**src/rtl/seg_scan_capture_pkg.sv**
```systemverilog
// Shared constants for the multiplexed 7-segment bus: segment bit order,
// digit strobe one-hot codes and the 16-entry hex glyph table. The display
// driver uses the same package, so both ends agree on what a glyph looks like.
package seg_scan_capture_pkg;

    // Segment byte bit positions, byte = {a,b,c,d,e,f,g,dp}
    localparam int SEG_A  = 7;
    localparam int SEG_B  = 6;
    localparam int SEG_C  = 5;
    localparam int SEG_D  = 4;
    localparam int SEG_E  = 3;
    localparam int SEG_F  = 2;
    localparam int SEG_G  = 1;
    localparam int SEG_DP = 0;

    // Digit strobe codes on SA
    localparam logic [3:0] SA_BLANK = 4'b0000;
    localparam logic [3:0] SA_D1    = 4'b0001;
    localparam logic [3:0] SA_D2    = 4'b0010;
    localparam logic [3:0] SA_D3    = 4'b0100;
    localparam logic [3:0] SA_D4    = 4'b1000;
    localparam logic [3:0] SA_ALL   = SA_D4 | SA_D3 | SA_D2 | SA_D1;

    // Glyph for hex value i lives at GLYPH_TABLE[i]; dp bit is always 0
    localparam logic [15:0][7:0] GLYPH_TABLE = {
        8'h8E, 8'h9E, 8'h7A, 8'h9C, 8'h3E, 8'hEE, 8'hF6, 8'hFE,
        8'hE0, 8'hBE, 8'hB6, 8'h66, 8'hF2, 8'hDA, 8'h60, 8'hFC
    };

    typedef struct packed {
        logic       ok;
        logic [3:0] hex;
    } seg_decode_t;

    // Reverse glyph lookup on segments a..g; unknown patterns give {0,0}
    function automatic seg_decode_t glyph_decode(input logic [6:0] seg);
        seg_decode_t r;
        r = '{ok: 1'b0, hex: 4'h0};
        for (int i = 0; i < 16; i++) begin
            if (GLYPH_TABLE[i][SEG_A:SEG_G] == seg) begin
                r.ok  = 1'b1;
                r.hex = 4'(i);
            end
        end
        return r;
    endfunction

endpackage

```
**src/rtl/seg_scan_capture_if.sv**
```systemverilog
// Multiplexed 7-segment bus: one-hot digit strobe SA plus segment byte L.
// master = the display driver side, slave = a receiver such as the capture block.
interface seg_scan_capture_if;
    logic [3:0] SA;
    logic [7:0] L;

    modport master (output SA, L);
    modport slave  (input  SA, L);
endinterface

```
**src/rtl/seg_scan_capture_seg7_decode.sv**
```systemverilog
// Combinational segment-pattern to hex decoder (dp excluded from the input).
module seg7_decode
    import seg_scan_capture_pkg::*;
(
    input  logic [6:0] seg_i,
    output logic       ok_o,
    output logic [3:0] hex_o
);

    seg_decode_t dec;

    assign dec   = glyph_decode(seg_i);
    assign ok_o  = dec.ok;
    assign hex_o = dec.hex;

endmodule

```
**src/rtl/seg_scan_capture.sv**
```systemverilog
// Receive end of the 4-digit multiplexed 7-segment bus. Captures each digit's
// segment byte on the first cycle of its strobe, decodes it back to hex, and
// reports frame completion, multi-frame stability, bus errors and loss of scan.
// Optional build macro SEG_CAPTURE_SYNC_EN: inserts a 2-flop synchroniser on
// SA and L for an asynchronous bus (all latencies grow by 2 clocks).
module seg_scan_capture
    import seg_scan_capture_pkg::*;
#(
    parameter int STABLE_FRAMES = 3,
    parameter int TIMEOUT       = 1024
) (
    input  logic               CLK,
    input  logic               RESET,
    seg_scan_capture_if.slave  bus,
    output logic [7:0]         D1,
    output logic [7:0]         D2,
    output logic [7:0]         D3,
    output logic [7:0]         D4,
    output logic [3:0]         HEX1,
    output logic [3:0]         HEX2,
    output logic [3:0]         HEX3,
    output logic [3:0]         HEX4,
    output logic [3:0]         DIGIT_OK,
    output logic               FRAME,
    output logic               STABLE,
    output logic               ERR,
    output logic               LOST
);

    localparam int CNT_W = $clog2(STABLE_FRAMES + 1);
    localparam int TMO_W = $clog2(TIMEOUT);

    // Bus as seen by the edge logic (direct or synchronised)
    logic [3:0] sa_w;
    logic [7:0] l_w;

    logic [3:0]       sa_q;
    logic [3:0][7:0]  d_q,   d_d;
    logic [3:0][3:0]  hex_q, hex_d;
    logic [3:0]       ok_q,  ok_d;
    logic [3:0]       seen_q, seen_d;
    logic [31:0]      snap_q, snap_d;
    logic [CNT_W-1:0] cnt_q, cnt_d;
    logic [TMO_W-1:0] tmo_q, tmo_d;
    logic             frame_q, frame_d;
    logic             err_q;
    logic             lost_q, lost_d;

    logic       multi_hot;
    logic       one_hot;
    logic       strobe_start;
    logic       dec_ok;
    logic [3:0] dec_hex;

    // More than one strobe bit set: clearing the lowest set bit leaves something
    assign multi_hot    = (sa_w & (sa_w - 4'd1)) != 4'd0;
    assign one_hot      = (sa_w != SA_BLANK) && !multi_hot;
    assign strobe_start = one_hot && (sa_w != sa_q);

    seg7_decode u_decode (
        .seg_i (l_w[SEG_A:SEG_G]),
        .ok_o  (dec_ok),
        .hex_o (dec_hex)
    );

    // Next-state: capture on strobe start, frame bookkeeping, scan timeout
    // NOTE: every variable gets a default at the top so no path leaves one unassigned and infers a latch.
    always_comb begin
        d_d     = d_q;
        hex_d   = hex_q;
        ok_d    = ok_q;
        seen_d  = seen_q;
        snap_d  = snap_q;
        cnt_d   = cnt_q;
        tmo_d   = tmo_q;
        lost_d  = lost_q;
        frame_d = 1'b0;

        if (strobe_start) begin
            for (int n = 0; n < 4; n++) begin
                if (sa_w[n]) begin
                    d_d[n]   = l_w;
                    hex_d[n] = dec_hex;
                    ok_d[n]  = dec_ok;
                end
            end
            seen_d = seen_q | sa_w;
            tmo_d  = '0;
            lost_d = 1'b0;

            // Last missing digit arrived: close the frame and compare snapshots
            if (seen_d == SA_ALL) begin
                frame_d = 1'b1;
                seen_d  = '0;
                snap_d  = d_d;
                if (snap_d == snap_q) begin
                    if (cnt_q != CNT_W'(STABLE_FRAMES)) begin
                        cnt_d = cnt_q + 1'b1;
                    end
                end else begin
                    cnt_d = CNT_W'(1);
                end
            end
        end else if (tmo_q == TMO_W'(TIMEOUT - 1)) begin
            // Scan stalled: drop the partial frame and the stability history
            lost_d = 1'b1;
            cnt_d  = '0;
            seen_d = '0;
        end else begin
            tmo_d = tmo_q + 1'b1;
        end
    end

    // State registers
    // NOTE: sequential state uses non-blocking assignments so every flop samples pre-edge values.
    always_ff @(posedge CLK or posedge RESET) begin
        if (RESET) begin
            // NOTE: the capture registers are plain flops, not a RAM, so they take a reset value like any other state.
            sa_q    <= SA_BLANK;
            d_q     <= '0;
            hex_q   <= '0;
            ok_q    <= '0;
            seen_q  <= '0;
            snap_q  <= '0;
            cnt_q   <= '0;
            tmo_q   <= '0;
            frame_q <= 1'b0;
            err_q   <= 1'b0;
            lost_q  <= 1'b1;
        end else begin
            sa_q    <= sa_w;
            d_q     <= d_d;
            hex_q   <= hex_d;
            ok_q    <= ok_d;
            seen_q  <= seen_d;
            snap_q  <= snap_d;
            cnt_q   <= cnt_d;
            tmo_q   <= tmo_d;
            frame_q <= frame_d;
            err_q   <= multi_hot;
            lost_q  <= lost_d;
        end
    end

`ifdef SEG_CAPTURE_SYNC_EN
    logic [3:0] sa_s1_q, sa_s2_q;
    logic [7:0] l_s1_q,  l_s2_q;

    // Two-stage synchroniser for an asynchronous display bus
    always_ff @(posedge CLK or posedge RESET) begin
        if (RESET) begin
            sa_s1_q <= '0;
            sa_s2_q <= '0;
            l_s1_q  <= '0;
            l_s2_q  <= '0;
        end else begin
            sa_s1_q <= bus.SA;
            sa_s2_q <= sa_s1_q;
            l_s1_q  <= bus.L;
            l_s2_q  <= l_s1_q;
        end
    end

    assign sa_w = sa_s2_q;
    assign l_w  = l_s2_q;
`else
    assign sa_w = bus.SA;
    assign l_w  = bus.L;
`endif

    assign D1       = d_q[0];
    assign D2       = d_q[1];
    assign D3       = d_q[2];
    assign D4       = d_q[3];
    assign HEX1     = hex_q[0];
    assign HEX2     = hex_q[1];
    assign HEX3     = hex_q[2];
    assign HEX4     = hex_q[3];
    assign DIGIT_OK = ok_q;
    assign FRAME    = frame_q;
    assign STABLE   = (cnt_q == CNT_W'(STABLE_FRAMES));
    assign ERR      = err_q;
    assign LOST     = lost_q;

endmodule

```
**src/flat_wrapper.sv**
```systemverilog
// flat-port wrapper written by rule: the top's interface ports become plain ports
module seg_scan_capture_flat import seg_scan_capture_pkg::*;
#(
    parameter int STABLE_FRAMES = 3,
    parameter int TIMEOUT       = 1024
)
  (CLK, RESET, D1, D2, D3, D4, HEX1, HEX2, HEX3, HEX4, DIGIT_OK, FRAME, STABLE, ERR, LOST, bus_SA, bus_L);
  seg_scan_capture_if bus_i ();
  input  logic CLK;
  input  logic RESET;
  output logic [7:0] D1;
  output logic [7:0] D2;
  output logic [7:0] D3;
  output logic [7:0] D4;
  output logic [3:0] HEX1;
  output logic [3:0] HEX2;
  output logic [3:0] HEX3;
  output logic [3:0] HEX4;
  output logic [3:0] DIGIT_OK;
  output logic FRAME;
  output logic STABLE;
  output logic ERR;
  output logic LOST;
  input wire logic [$bits(bus_i.SA)-1:0] bus_SA;
  input wire logic [$bits(bus_i.L)-1:0] bus_L;
  assign bus_i.SA = bus_SA;
  assign bus_i.L = bus_L;
  seg_scan_capture #(.STABLE_FRAMES(STABLE_FRAMES), .TIMEOUT(TIMEOUT)) u_core (.CLK(CLK), .RESET(RESET), .bus(bus_i), .D1(D1), .D2(D2), .D3(D3), .D4(D4), .HEX1(HEX1), .HEX2(HEX2), .HEX3(HEX3), .HEX4(HEX4), .DIGIT_OK(DIGIT_OK), .FRAME(FRAME), .STABLE(STABLE), .ERR(ERR), .LOST(LOST));
endmodule
```
**config.mk**
```make
export PLATFORM = sky130hd
export DESIGN_NAME = seg_scan_capture_flat
export DESIGN_NICKNAME = d
export VERILOG_FILES = /design/src/rtl/seg_scan_capture_pkg.sv /design/src/rtl/seg_scan_capture_if.sv /design/src/rtl/seg_scan_capture_seg7_decode.sv /design/src/rtl/seg_scan_capture.sv /design/src/flat_wrapper.sv
export SDC_FILE = /design/constraint.sdc
export NUM_CORES = 1
export LEC_CHECK = 0
export CAP_MARGIN = 20
export CORE_UTILIZATION = 30
export DETAILED_ROUTE_END_ITERATION = 12
export GPL_ROUTABILITY_DRIVEN = 0
export GPL_TIMING_DRIVEN = 0
export PLACE_DENSITY_LB_ADDON = 0.12
export SLEW_MARGIN = 20
export SYNTH_ARGS = -nofsm -noshare
export SYNTH_HDL_FRONTEND = slang
export SYNTH_SLANG_ARGS = --single-unit
export TNS_END_PERCENT = 50
```
**constraint.sdc**
```tcl
create_clock -name CLK -period 10 [get_ports CLK]
set_clock_uncertainty 0.2 [all_clocks]
set_input_delay 2 -clock CLK [delete_from_list [all_inputs] [get_ports CLK]]
set_output_delay 2 -clock CLK [all_outputs]
set_load 0.01 [all_outputs]
```
## Word-level counts from Yosys, hierarchy flattened

Index checks and enable logic that the tools add are counted.

| storage, ports and cells | value |
|---|---|
| register bits after elaboration | 107 |
| input bits | 14 |
| output and inout port bits | 56 |
| word-level logic and storage cells | 100 |

| operators by class | value |
|---|---|
| add/subtract/negate cells | 3 |
| equality and inequality tests | 25 |
| mux-type cells | 38 |
| bitwise gates (word level) | 2 |
| reductions and logical operators | 12 |

Operators with widths:

| operator | count |
|---|---|
| $eq 7x7->1 const A | 12 |
| $mux 5 | 16 |
| $mux 8 | 8 |
| $eq 32x32->1 | 1 |
| $eq 6x7->1 const A | 3 |
| $mux 10 | 2 |
| $mux 4 | 3 |
| $add 10x1->10 const B | 1 |
| $eq 10x10->1 const B | 1 |
| $mux 2 | 5 |
| $reduce_and 2->1 | 5 |
| $reduce_bool 4->1 | 2 |
| $eq 5x7->1 const A | 1 |
| $and 4x4->4 | 1 |
| $eq 4x4->1 const B | 1 |
| $mux 1 | 4 |
| $ne 2x2->1 const B | 2 |
| $ne 4x4->1 | 1 |
| $or 4x4->4 | 1 |
| $sub 4x1->4 const B | 1 |
| $ne 3x3->1 const B | 1 |
| $reduce_and 3->1 | 1 |
| $add 2x1->2 const B | 1 |
| $eq 2x2->1 const B | 1 |
| other kinds (4) | 5 |

## Longest topological paths before layout

Gate-level depths: netlist of run 1.

| logic depth | value |
|---|---|
| depth after elaboration | 17 |
| mapped depth | 9 |
| depth with buffers taken out | 7 |

## Modules after synthesis

Synthesis of run 1 repeated with hierarchy kept, for this count alone.

| unflattened totals | value |
|---|---|
| cell total of the unflattened synthesis | 460 |
| area, all modules | 5398.9 µm² |

Modules (own cells, without submodules):

| module | times used | cells an instance | area each (µm²) | seq. area each (µm²) |
|---|---|---|---|---|
| seg_scan_capture | 1 | 404 | 5018.6 | 2678.8 |
| seg7_decode | 1 | 56 | 380.4 | 0.0 |

## Worst setup path before layout of run 1

No wires, ideal clock.

| timing | value |
|---|---|
| path kind | input to register |
| start | input bus_SA[1] |
| end | register u_core.d_q, in the netlist u_core.D3[0] |
| setup time | 125 ps |
| data arrival time | 3369 ps |
| required time | 9675 ps |
| slack | 6306 ps |
| stages | 8 |
| buffers on the path | 3 |
| cells stage by stage | buf_6 -> xnor2_1 -> nor2_1 -> o311a_4 -> buf_6 -> nand2_4 -> buf_6 -> mux2_4 |

| on the way | value |
|---|---|
| cells in the longest elaborated chain, start to end | 6 |
| elaborated cells between the ends (all ways) | 8 |
| those cells by class | add/sub (1); eq/ne (1); bitwise (1); reduce/logical (5) |

Ends and longest elaborated chain:

| what | RTL line | source |
|---|---|---|
| from (decl) | flat_wrapper.sv:24 | `input wire logic [$bits(bus_i.SA)-1:0] bus_SA;` |
| $sub 4x1->4 | seg_scan_capture.sv:56 | `assign multi_hot = (sa_w & (sa_w - 4'd1)) != 4'd0;` |
| $and 4x4->4 | seg_scan_capture.sv:56 |  |
| $reduce_bool 4->1 | seg_scan_capture.sv:56 |  |
| $logic_not 1->1 | seg_scan_capture.sv:57 | `assign one_hot = (sa_w != SA_BLANK) && !multi_hot;` |
| $logic_and 1x1->1 | seg_scan_capture.sv:57 |  |
| $logic_and 1x1->1 (*) | seg_scan_capture.sv:58 | `assign strobe_start = one_hot && (sa_w != sa_q);` |
| to (signal assigned) | seg_scan_capture.sv:120 | `d_q <= '0;` |
| to (signal assigned) | seg_scan_capture.sv:132 | `d_q <= d_d;` |
| to (decl) | seg_scan_capture.sv:38 | `logic [3:0][7:0] d_q, d_d;` |

Mark *: on every way between the ends. The rest lies on a longest branch, timed or not.
A chain may end at the register's enable or synchronous reset.

## Worst setup path after layout of run 1

| timing | value |
|---|---|
| start | input bus_L[5] |
| end | register u_core.cnt_q[0] |

| on the way | value |
|---|---|
| cells in the longest elaborated chain, start to end | 6 |
| elaborated cells between the ends (all ways) | 14 |
| those cells by class | eq/ne (2); mux (11); reduce/logical (1) |

Ends and longest elaborated chain:

| what | RTL line | source |
|---|---|---|
| from (decl) | flat_wrapper.sv:25 | `input wire logic [$bits(bus_i.L)-1:0] bus_L;` |
| $mux 8 | seg_scan_capture.sv:81 | `if (sa_w[n]) begin` |
| $mux 8 | seg_scan_capture.sv:79 | `if (strobe_start) begin` |
| $eq 32x32->1 (*) | seg_scan_capture.sv:96 | `if (snap_d == snap_q) begin` |
| $mux 2 | seg_scan_capture.sv:96 |  |
| $mux 2 | seg_scan_capture.sv:92 | `if (seen_d == SA_ALL) begin` |
| $mux 2 | seg_scan_capture.sv:79 |  |
| to (signal assigned) | seg_scan_capture.sv:137 | `cnt_q <= cnt_d;` |
| to (decl) | seg_scan_capture.sv:43 | `logic [CNT_W-1:0] cnt_q, cnt_d;` |

Mark *: on every way between the ends. The rest lies on a longest branch, timed or not. The select of a mux whose other input is x is not followed.

==> qor.yml, run 1 <==
die:
  dieWidth_um: 136.4
  rows: 48
  ioPinCount: 70
  die_h_um: 136.4
  initial_core_util_pct: 30.99
  coreArea_mm2: 0.01748
  design.die.area_mm2: 0.01860
worst_setup_path:
  cp_slowest_cell: "clkdlybuf4s50_1"
  cp_top_family: "buffers and inverters"
  required_ns: 10.02
  cp_slowest_stage_delay_ns: 0.56
  worstSetupPathType: "input pin to flip-flop"
  worstPathCellList: "clkdlybuf4s50_1 > clkbuf_1 > mux2i_1 > xnor2_1 > nor4_1 > nand4_1 > nor2_1 > o211ai_1"
  arrival_ns: 4.39
  end_kind: "flip-flop"
  crit_fanout: 10
  cp-start-kind: "input pin"
  cp_num_buf_inv: 2
cts:
  cts_resized: 0
  cts.hold.buffers_added: 0
  post_cts_buffers: 0
  cts_buffers: 9
  h-tree-depth: 3
  clkSinkCount: 107
  cts-root-buf: "clkbuf_16"
  cts_max_path_buffers: 2
  cts_tree: "built"
  clk_pin_slew_ns: 0.07
  clk_latency_ns: 0.35
timing:
  fin_tns_setup_ns: 0
  max_slew_margin_pct: 63.24
  rsz0062_at_grt: "false"
  hold_viol: 0
  finalSetupViolations: 0
  period_minus_slack_ns: 4.367
  finalCritPeriodShare_pct: 43.67
  final_max_slew_viol_count: 0
  tightest_slew_ns: 0.5515
  finalWorstSetupSlack_ns: 5.633
  fmax_mhz: 229.0
logic_synthesis:
  synth_cell_type_count: 57
  synth_xor_area_share_pct: 6.791
  yosys_warnings: 0
  ys_seq_area_share_pct: 49.46
  synth_compound_area_share_pct: 9.217
  synth_edf_count: 0
  synth_top_family_by_area: "multiplexers"
  synth-simple-area-share_pct: 12.27
  synthFlopType: "dfrtp_1"
  synth_area_leaders: "dfrtp_1, mux2_2, xnor2_1, mux2i_1, o21ai_0"
  synthMuxAreaShare_pct: 16.03
  syn_area_mm2: 0.005416
  synthesis.instances: 482
  yosys.area.top_type: "dfrtp_1"
  yosys.area.top_type_share_pct: 48.97
  syn_nets: 498
  synthArstFlopShare_pct: 100.0
  ys_ff_latch: 107
  synthAdderAreaFrac_pct: 0.6468
  syn_avg_cell_area_um2: 11.24
global_route:
  grt.total_usage_pct: 16.84
  grt_pass1_wl_um: 23200
  grt_pass1_vias: 4090
  antenna_found_initial: 0
  grt_max_degree: 75
  overflow: 0
routing:
  ant_nets: 0
  wl_per_cell_um: 18.31
  via_per_inst: 4.865
  num_vias: 3848
  drtPass1Iterations: 4
  first_iter_violations: 164
  wl_um: 14480
  drc_errors: 0
layout:
  fillers: 1723
  fin_nets: 577
  drive_above_1_share_pct: 19.26
  final_common_cell: "dfrtp_1"
  syn_to_final_growth_pct: 23.63
  final_cell_mix: "dfrtp_1, clkdlybuf4s50_1, nand2_1"
  n_antenna_cell: 0
  final_cells: 791
  fin_area_mm2: 0.006696
run_status:
  status: "finished clean"
power:
  ir_drop_uv: 89.38
  p_leak_nw: 2.906
  power_density_mw_per_mm2: 214.8
  p_total_mw: 1.439
min_path:
  hp-class: "flip-flop to flip-flop"
placement:
  place_area_mm2: 0.006401
  numPortBuffers: 67
  placed_cells: 775
  hpwlAfterDp_um: 10330
  dp_slack_ns: 5.266
run:
  drv_cap: 0
## flip-flops by register name, indices dropped and copies added (netlist names), 8 cells and up
signal	count
u_core.D1	8
u_core.D2	8
u_core.D3	8
u_core.D4	8
u_core.snap_q	32
u_core.tmo_q	10
## layout make-up
type                            instances  area [um2]  share of cell area [%]
Multi-Input combinational cell        334        2435                   36.36
Buffer                                 34       276.5                   4.129
Tap cell                              225       281.5                   4.204
Inverter                                7       31.28                  0.4671
Timing Repair Buffer                   68       698.2                   10.43
Sequential cell                       107        2679                   40.00
Clock inverter                          5       52.55                  0.7848
Clock buffer                           11       242.7                   3.625
## worst paths after layout
kind / cells past startpoint / start / to / slack (ns)
min: 2 / u_core.snap_q[30] / u_core.snap_q[30] / 0.30
max reg2reg: 7 / u_core.tmo_q[0] / u_core.tmo_q[7] / 7.91
min in group asynchronous: 2 / RESET / u_core.sa_q[3] / 1.80
max: 8 / bus_L[5] / u_core.cnt_q[0] / 5.63
min reg2reg: 2 / u_core.snap_q[30] / u_core.snap_q[30] / 0.30
max in group asynchronous: 3 / RESET / u_core.LOST / 7.08
## layer usage
metal / vias up / global-route usage [%] / routed length [um]
li1: 1834 / - / -
met1: 1912 / 22.66 / 6989
met2: 92 / 26.68 / 6652
met3: 10 / 4.400 / 635
met4: 0 / 4.321 / 204
met5: - / 0 / 0
## stage by stage
stage	util, %	hold slack, ns
after global placement	36.44	0.2826
final	38.32	0.3028
after floorplan	-	0.2655
after detailed placement	36.63	0.2861
after CTS	38.32	0.3068
after global routing	38.32	0.3122
## worst min-delay path, cell delays in order (launching register included)
cell     delay, ns
dfrtp_1       0.36
nand2_1       0.05
nand2_1       0.06
## kinds of logic (layout without fill, tap and decap cells)
| family | after synthesis | after routing |
|---|---|---|
| simple gates | 134 | 134 |
| flops | 107 | 107 |
| compound gates | 80 | 80 |
| mux | 75 | 75 |
| xor+xnor | 42 | 42 |
| buf+inv | 41 | 125 |
| fa+ha+maj | 3 | 3 |
## cell usage after synthesis (3+ instances only)
| cell type | instances |
|---|---|
| buf_4 | 4 |
| nand2b_1 | 4 |
| mux2i_1 | 26 |
| xnor2_1 | 37 |
| xor2_1 | 5 |
| nor3b_1 | 4 |
| or3_1 | 5 |
| nor3_1 | 4 |
| o22ai_1 | 3 |
| nand4_1 | 6 |
| dfrtp_1 | 106 |
| clkbuf_1 | 5 |
| nand3_1 | 4 |
| buf_6 | 14 |
| nand2_1 | 60 |
| nor2_1 | 21 |
| nand2_2 | 4 |
| mux2_4 | 13 |
| mux2i_2 | 3 |
| buf_2 | 10 |
| a21oi_1 | 6 |
| a22o_1 | 5 |
| inv_1 | 6 |
| mux2_2 | 33 |
| nor4_1 | 9 |
| o21ai_0 | 47 |
## power by group
group	internal (mW)	leakage, nW	switching, mW
clock	0.200	0.145	0.162
sequential	0.548	1.34	0.0857
combinational	0.232	1.42	0.210
Note: power is estimated with default switching activity, not from simulation.
==> run 2: changes to the inputs <==
Clock period 10 ns to 3.65 ns, I/O delays scaled along.
==> run 2 against run 1 <==
Combinational power grew to 2.7 times the previous value. Power increased to 2.9 times the previous value. Critical endpoint unchanged. Critical path type unchanged. First-iteration DRC count is 9.8% higher. Routed wire length fell by 0.24%.
==> qor.yml, run 2 (synthesized netlist as in run 1, its figures left out) <==
die:
  dieWidth_um: 136.4  # unchanged
  design.die.area_mm2: 0.01860  # unchanged
  rows: 48  # unchanged
  coreArea_mm2: 0.01748  # unchanged
  die_h_um: 136.4  # unchanged
  initial_core_util_pct: 30.99  # unchanged
  ioPinCount: 70  # unchanged
power:
  ir_drop_uv: 293.3  # +230%
  p_leak_nw: 2.941  # +1.2%
  power_density_mw_per_mm2: 604.7  # +180%
  p_total_mw: 4.102  # +190%
cts:
  cts_resized: 0  # unchanged
  cts-root-buf: "clkbuf_16"
  cts_buffers: 9  # unchanged
  h-tree-depth: 3  # unchanged
  cts_tree: "built"
  cts_max_path_buffers: 2  # unchanged
  post_cts_buffers: 0  # unchanged
  clk_latency_ns: 0.36  # about the same
  clk_pin_slew_ns: 0.07  # about the same
  clkSinkCount: 107  # unchanged
  cts.hold.buffers_added: 0  # unchanged
worst_setup_path:
  timing.rr.end: "u_core.tmo_q[7]"
  r2r_cells: 7  # unchanged
  worstSetupPathType: "input pin to flip-flop"
  r2r_slack_ns: 1.56  # -6.35 ns
  worstPathCellList: "clkdlybuf4s50_1 > clkbuf_1 > mux2i_1 > xnor2_1 > nor4_1 > nand4_1 > nor2_1 > o211ai_1"
  crit_fanout: 10  # unchanged
  arrival_ns: 3.12  # -1.27 ns
  cp_slowest_cell: "clkdlybuf4s50_1"
  cp_top_family: "buffers and inverters"
  end_kind: "flip-flop"
  cp-start-kind: "input pin"
  required_ns: 3.69  # -6.33 ns
  r2r_start: "u_core.tmo_q[0]"
  cp_slowest_stage_delay_ns: 0.56  # about the same
  cp_num_buf_inv: 2  # unchanged
layout:
  fin_util_pct: 38.81  # +0.49 points
  drive_above_1_share_pct: 19.72  # +0.46 points
  fin_area_mm2: 0.006783  # +1.3%
  syn_to_final_growth_pct: 25.23
  n_antenna_cell: 0  # unchanged
  top_register: "u_core.snap_q"
  biggestRegsByFlops: "u_core.snap_q x32, u_core.tmo_q x10"
  fin_nets: 579  # +0.35%
  largest_reg_flops: 32  # unchanged
  final_cell_mix: "dfrtp_1, clkdlybuf4s50_1, nand2_1"
  final_common_cell: "dfrtp_1"
min_path:
  hold_end: "u_core.snap_q[31]"
  whs_path_depth: 2  # unchanged
  worstHoldStart: "u_core.snap_q[31]"
  hp-class: "flip-flop to flip-flop"
routing:
  first_iter_violations: 180  # +9.8%
  wl_per_cell_um: 18.22  # -0.49%
  drc_errors: 0  # unchanged
  via_per_inst: 4.832  # -0.67%
  wl_um: 14450  # -0.24%
  ant_nets: 0  # unchanged
  drtPass1Iterations: 4  # unchanged
  num_vias: 3832  # -0.42%
global_route:
  grt_pass1_wl_um: 23110  # -0.41%
  antenna_found_initial: 0  # unchanged
  overflow: 0  # unchanged
  grt_pass1_vias: 4032  # -1.4%
  grt.total_usage_pct: 17.00  # +0.16 points
  grt_max_degree: 33  # -56%
placement:
  numPortBuffers: 67  # unchanged
  place_area_mm2: 0.006432  # +0.49%
  hpwlAfterDp_um: 10340  # about the same
timing:
  period_minus_slack_ns: 3.087
  rsz0062_at_grt: "false"
  fmax_mhz: 324.0
  tightest_slew_ns: 0.6227  # +0.07118 ns
  fin_tns_setup_ns: 0  # unchanged
  finalSetupViolations: 0  # unchanged
  max_slew_margin_pct: 58.40  # -4.8 points
  hold_viol: 0  # unchanged
  final_max_slew_viol_count: 0  # unchanged
  finalCritPeriodShare_pct: 84.57
run_status:
  status: "finished clean"
run:
  drv_cap: 0  # unchanged
==> run 2: cell count changes in the layout (fill, tap and decap cells not counted), sizes merged <==
cell | previous run | this run
buf | 30 | 32
clkbuf | 16 | 15
bufinv | 1 | 3
clkinvlp | 1 | 2
clkinv | 3 | 1
==> run 2: how the worst max path moves through the flow <==
stage | startpoint | endpoint | slack, ns | cells after the start
CTS | bus_L[5] | u_core.cnt_q[0] | 0.52 | 8
global route | bus_L[5] | u_core.cnt_q[0] | 0.43 | 8
floorplan | bus_SA[1] | u_core.D3[0] | 1.23 | 8
global placement | bus_L[5] | u_core.cnt_q[0] | 0.13 | 8
finish | bus_L[5] | u_core.cnt_q[0] | 0.56 | 8
detailed placement | bus_L[5] | u_core.cnt_q[0] | 0.14 | 8
==> run 2: routing by layer <==
layer	global-route usage, %	share of wire (%)	vias to the layer above
met5	0	0	-
met4	6.049	1.4	0
met1	23.14	49	1889
li1	-	-	1851
met3	4.139	4.3	12
met2	26.09	45	80
==> run 2: power by group <==
| group | switching, mW | total (mW) | internal [mW] |
|---|---|---|---|
| combinational | 0.568 | 1.21 | 0.640 |
| sequential | 0.236 | 1.74 | 1.50 |
| clock | 0.466 | 1.16 | 0.691 |
==> run 2: stage by stage <==
stage	setup WS, ns	std cells	hold slack (ns)
3_3_place_gp	0.1294	774	0.2819
3_5_place_dp	0.1362	777	0.2850
5_1_grt	0.4319	793	0.3195
4_1_cts	0.5152	793	0.3061
6_report	0.5633	793	0.3029
2_1_floorplan	1.226	482	0.2655
==> run 2: layout make-up <==
class	instances	area (um2)
clock buffers	10	239.0
multi-input cells	334	2435
flip-flops and latches	107	2679
well taps	225	281.5
fillers	1725	10690
clock inverters	6	111.4
plain buffers	34	276.5
inverters	7	30.03
repair buffers	70	730.7
==> run 2: worst reg2reg max path, delay by kind of cell (launching register included) <==
family	cells	cell delay [ns]
fa+ha+maj	1	0.27
simple gates	4	0.80
compound gates	1	0.14
flops	1	0.43
buf+inv	1	0.18
==> run 3: changes to the inputs <==
Clock period 3.65 ns to 2.7 ns, I/O delays scaled along.
==> run 3 against run 2 <==
Non-clock buffer count decreased by 1. Global-route usage shrank 0.080 points. Clock-buffer cell count unchanged. Sequential share of layout area shrank 0.12 points. Flip-flop and latch count unchanged. Utilization up 0.11 points. Sequential power grew 35%.
==> qor.yml, run 3 (synthesized netlist as in run 1, its figures left out) <==
cts:
  cts.hold.buffers_added: 0  # unchanged
  clk_pin_slew_ns: 0.07  # about the same
  cts_tree: "built"
  cts-root-buf: "clkbuf_16"
  post_cts_buffers: 0  # unchanged
  cts_buffers: 9  # unchanged
  cts_max_path_buffers: 2  # unchanged
  h-tree-depth: 3  # unchanged
  cts_resized: 2  # +2
  clkSinkCount: 107  # unchanged
  clk_latency_ns: 0.36  # about the same
min_path:
  hold_end: "u_core.snap_q[22]"
  worstHoldStart: "u_core.snap_q[22]"
  whs_path_depth: 2  # unchanged
  hp-class: "flip-flop to flip-flop"
routing:
  num_vias: 3835  # +0.078%
  first_iter_violations: 203  # +13%
  wl_um: 14380  # -0.45%
  drtPass1Iterations: 4  # unchanged
  ant_nets: 0  # unchanged
  wl_per_cell_um: 18.16  # -0.32%
  drc_errors: 0  # unchanged
  via_per_inst: 4.842  # +0.20%
placement:
  hpwlAfterDp_um: 10340  # unchanged
  numPortBuffers: 67  # unchanged
  place_area_mm2: 0.006432  # unchanged
  dp_slack_ns: -0.6238  # -0.7600 ns
  placed_cells: 777  # unchanged
timing:
  tightest_slew_ns: 0.6232  # +0.0005478 ns
  fmax_mhz: 384.3
  finalWorstSetupSlack_ns: 0.09820  # -0.4651 ns
  fin_tns_setup_ns: 0  # unchanged
  period_minus_slack_ns: 2.602
  rsz0062_at_grt: "false"
  finalSetupViolations: 0  # unchanged
  holdWs_ns: 0.3033  # +0.0004110 ns
  hold_viol: 0  # unchanged
  final_max_slew_viol_count: 0  # unchanged
  finalCritPeriodShare_pct: 96.36
  max_slew_margin_pct: 58.37  # about the same
worst_setup_path:
  r2r_start: "u_core.tmo_q[0]"
  r2r_slack_ns: 0.61  # -0.95 ns
  arrival_ns: 2.65  # -0.47 ns
  crit_fanout: 10  # unchanged
  r2r_cells: 7  # unchanged
  end_kind: "flip-flop"
  timing.rr.end: "u_core.tmo_q[7]"
  required_ns: 2.75  # -0.94 ns
  worstSetupPathType: "input pin to flip-flop"
  cp-start-kind: "input pin"
layout:
  final_cells: 792  # -0.13%
  drive_above_1_share_pct: 20.63  # +0.92 points
  largest_reg_flops: 32  # unchanged
  fin_nets: 578  # -0.17%
  n_antenna_cell: 0  # unchanged
  syn_to_final_growth_pct: 25.59
  fin_util_pct: 38.92  # +0.11 points
  final_cell_mix: "dfrtp_1, clkdlybuf4s50_1, nand2_1"
  final_common_cell: "dfrtp_1"
  biggestRegsByFlops: "u_core.snap_q x32, u_core.tmo_q x10"
  top_register: "u_core.snap_q"
  fin_area_mm2: 0.006803  # +0.30%
run:
  drv_cap: 0  # unchanged
global_route:
  grt_max_degree: 33  # unchanged
  antenna_found_initial: 0  # unchanged
  grt.total_usage_pct: 16.92  # -0.080 points
  grt_pass1_vias: 4014  # -0.45%
  overflow: 0  # unchanged
  grt_pass1_wl_um: 22990  # -0.51%
die:
  coreArea_mm2: 0.01748  # unchanged
  ioPinCount: 70  # unchanged
  dieWidth_um: 136.4  # unchanged
  initial_core_util_pct: 30.99  # unchanged
  die_h_um: 136.4  # unchanged
  design.die.area_mm2: 0.01860  # unchanged
  rows: 48  # unchanged
power:
  p_total_mw: 5.573  # +36%
  ir_drop_uv: 396.9  # +35%
  power_density_mw_per_mm2: 819.3  # +35%
  p_leak_nw: 2.942  # about the same
run_status:
  status: "finished clean"
## run 3: changes by cell type in the layout (fill, tap and decap cells not counted), sizes merged
cell	delta
clkbuf	-1
## run 3: worst max-delay path by stage
stage              start            endpoint  slack [ns]  depth (start not counted)
2_1_floorplan  bus_SA[1]        u_core.D3[0]        0.47                          8
3_3_place_gp    bus_L[5]     u_core.cnt_q[0]       -0.63                          8
3_5_place_dp    bus_L[5]     u_core.cnt_q[0]       -0.62                          8
4_1_cts        bus_SA[1]     u_core.cnt_q[0]        0.04                          9
5_1_grt        bus_SA[3]     u_core.cnt_q[0]        0.02                          9
6_report       bus_SA[3]  u_core.DIGIT_OK[1]         0.1                          8
## run 3: layer usage
| metal | track usage (%) | vias up | part of all wire (%) |
|---|---|---|---|
| met5 | 0 | - | 0 |
| met4 | 5.741 | 0 | 1.3 |
| met3 | 4.139 | 10 | 4.3 |
| met2 | 26.03 | 72 | 45 |
| met1 | 23.07 | 1902 | 49 |
| li1 | - | 1851 | - |
## run 3: area by class of cell
class	count	area (um2)
Inverter	7	30.03
Clock inverter	6	111.4
Timing Repair Buffer	70	730.7
Fill cell	1725	10670
Clock buffer	10	239.0
Tap cell	225	281.5
Buffer	33	274.0
Multi-Input combinational cell	334	2457
Sequential cell	107	2679
## run 3: worst max-delay path, stage by stage
cell and delay [ns]:
clkdlybuf4s50_1 0.50, buf_6 0.15, xnor2_1 0.12, nor2_1 0.06, o311a_4 0.40, nand2_2 0.25
buf_4 0.26, mux2_2 0.35
## run 3: power by group
| group | internal [mW] | total, mW | switching (mW) | leakage, nW |
|---|---|---|---|---|
| clock | 0.934 | 1.56 | 0.630 | 0.169 |
| combinational | 0.873 | 1.66 | 0.786 | 1.43 |
| sequential | 2.03 | 2.35 | 0.320 | 1.34 |
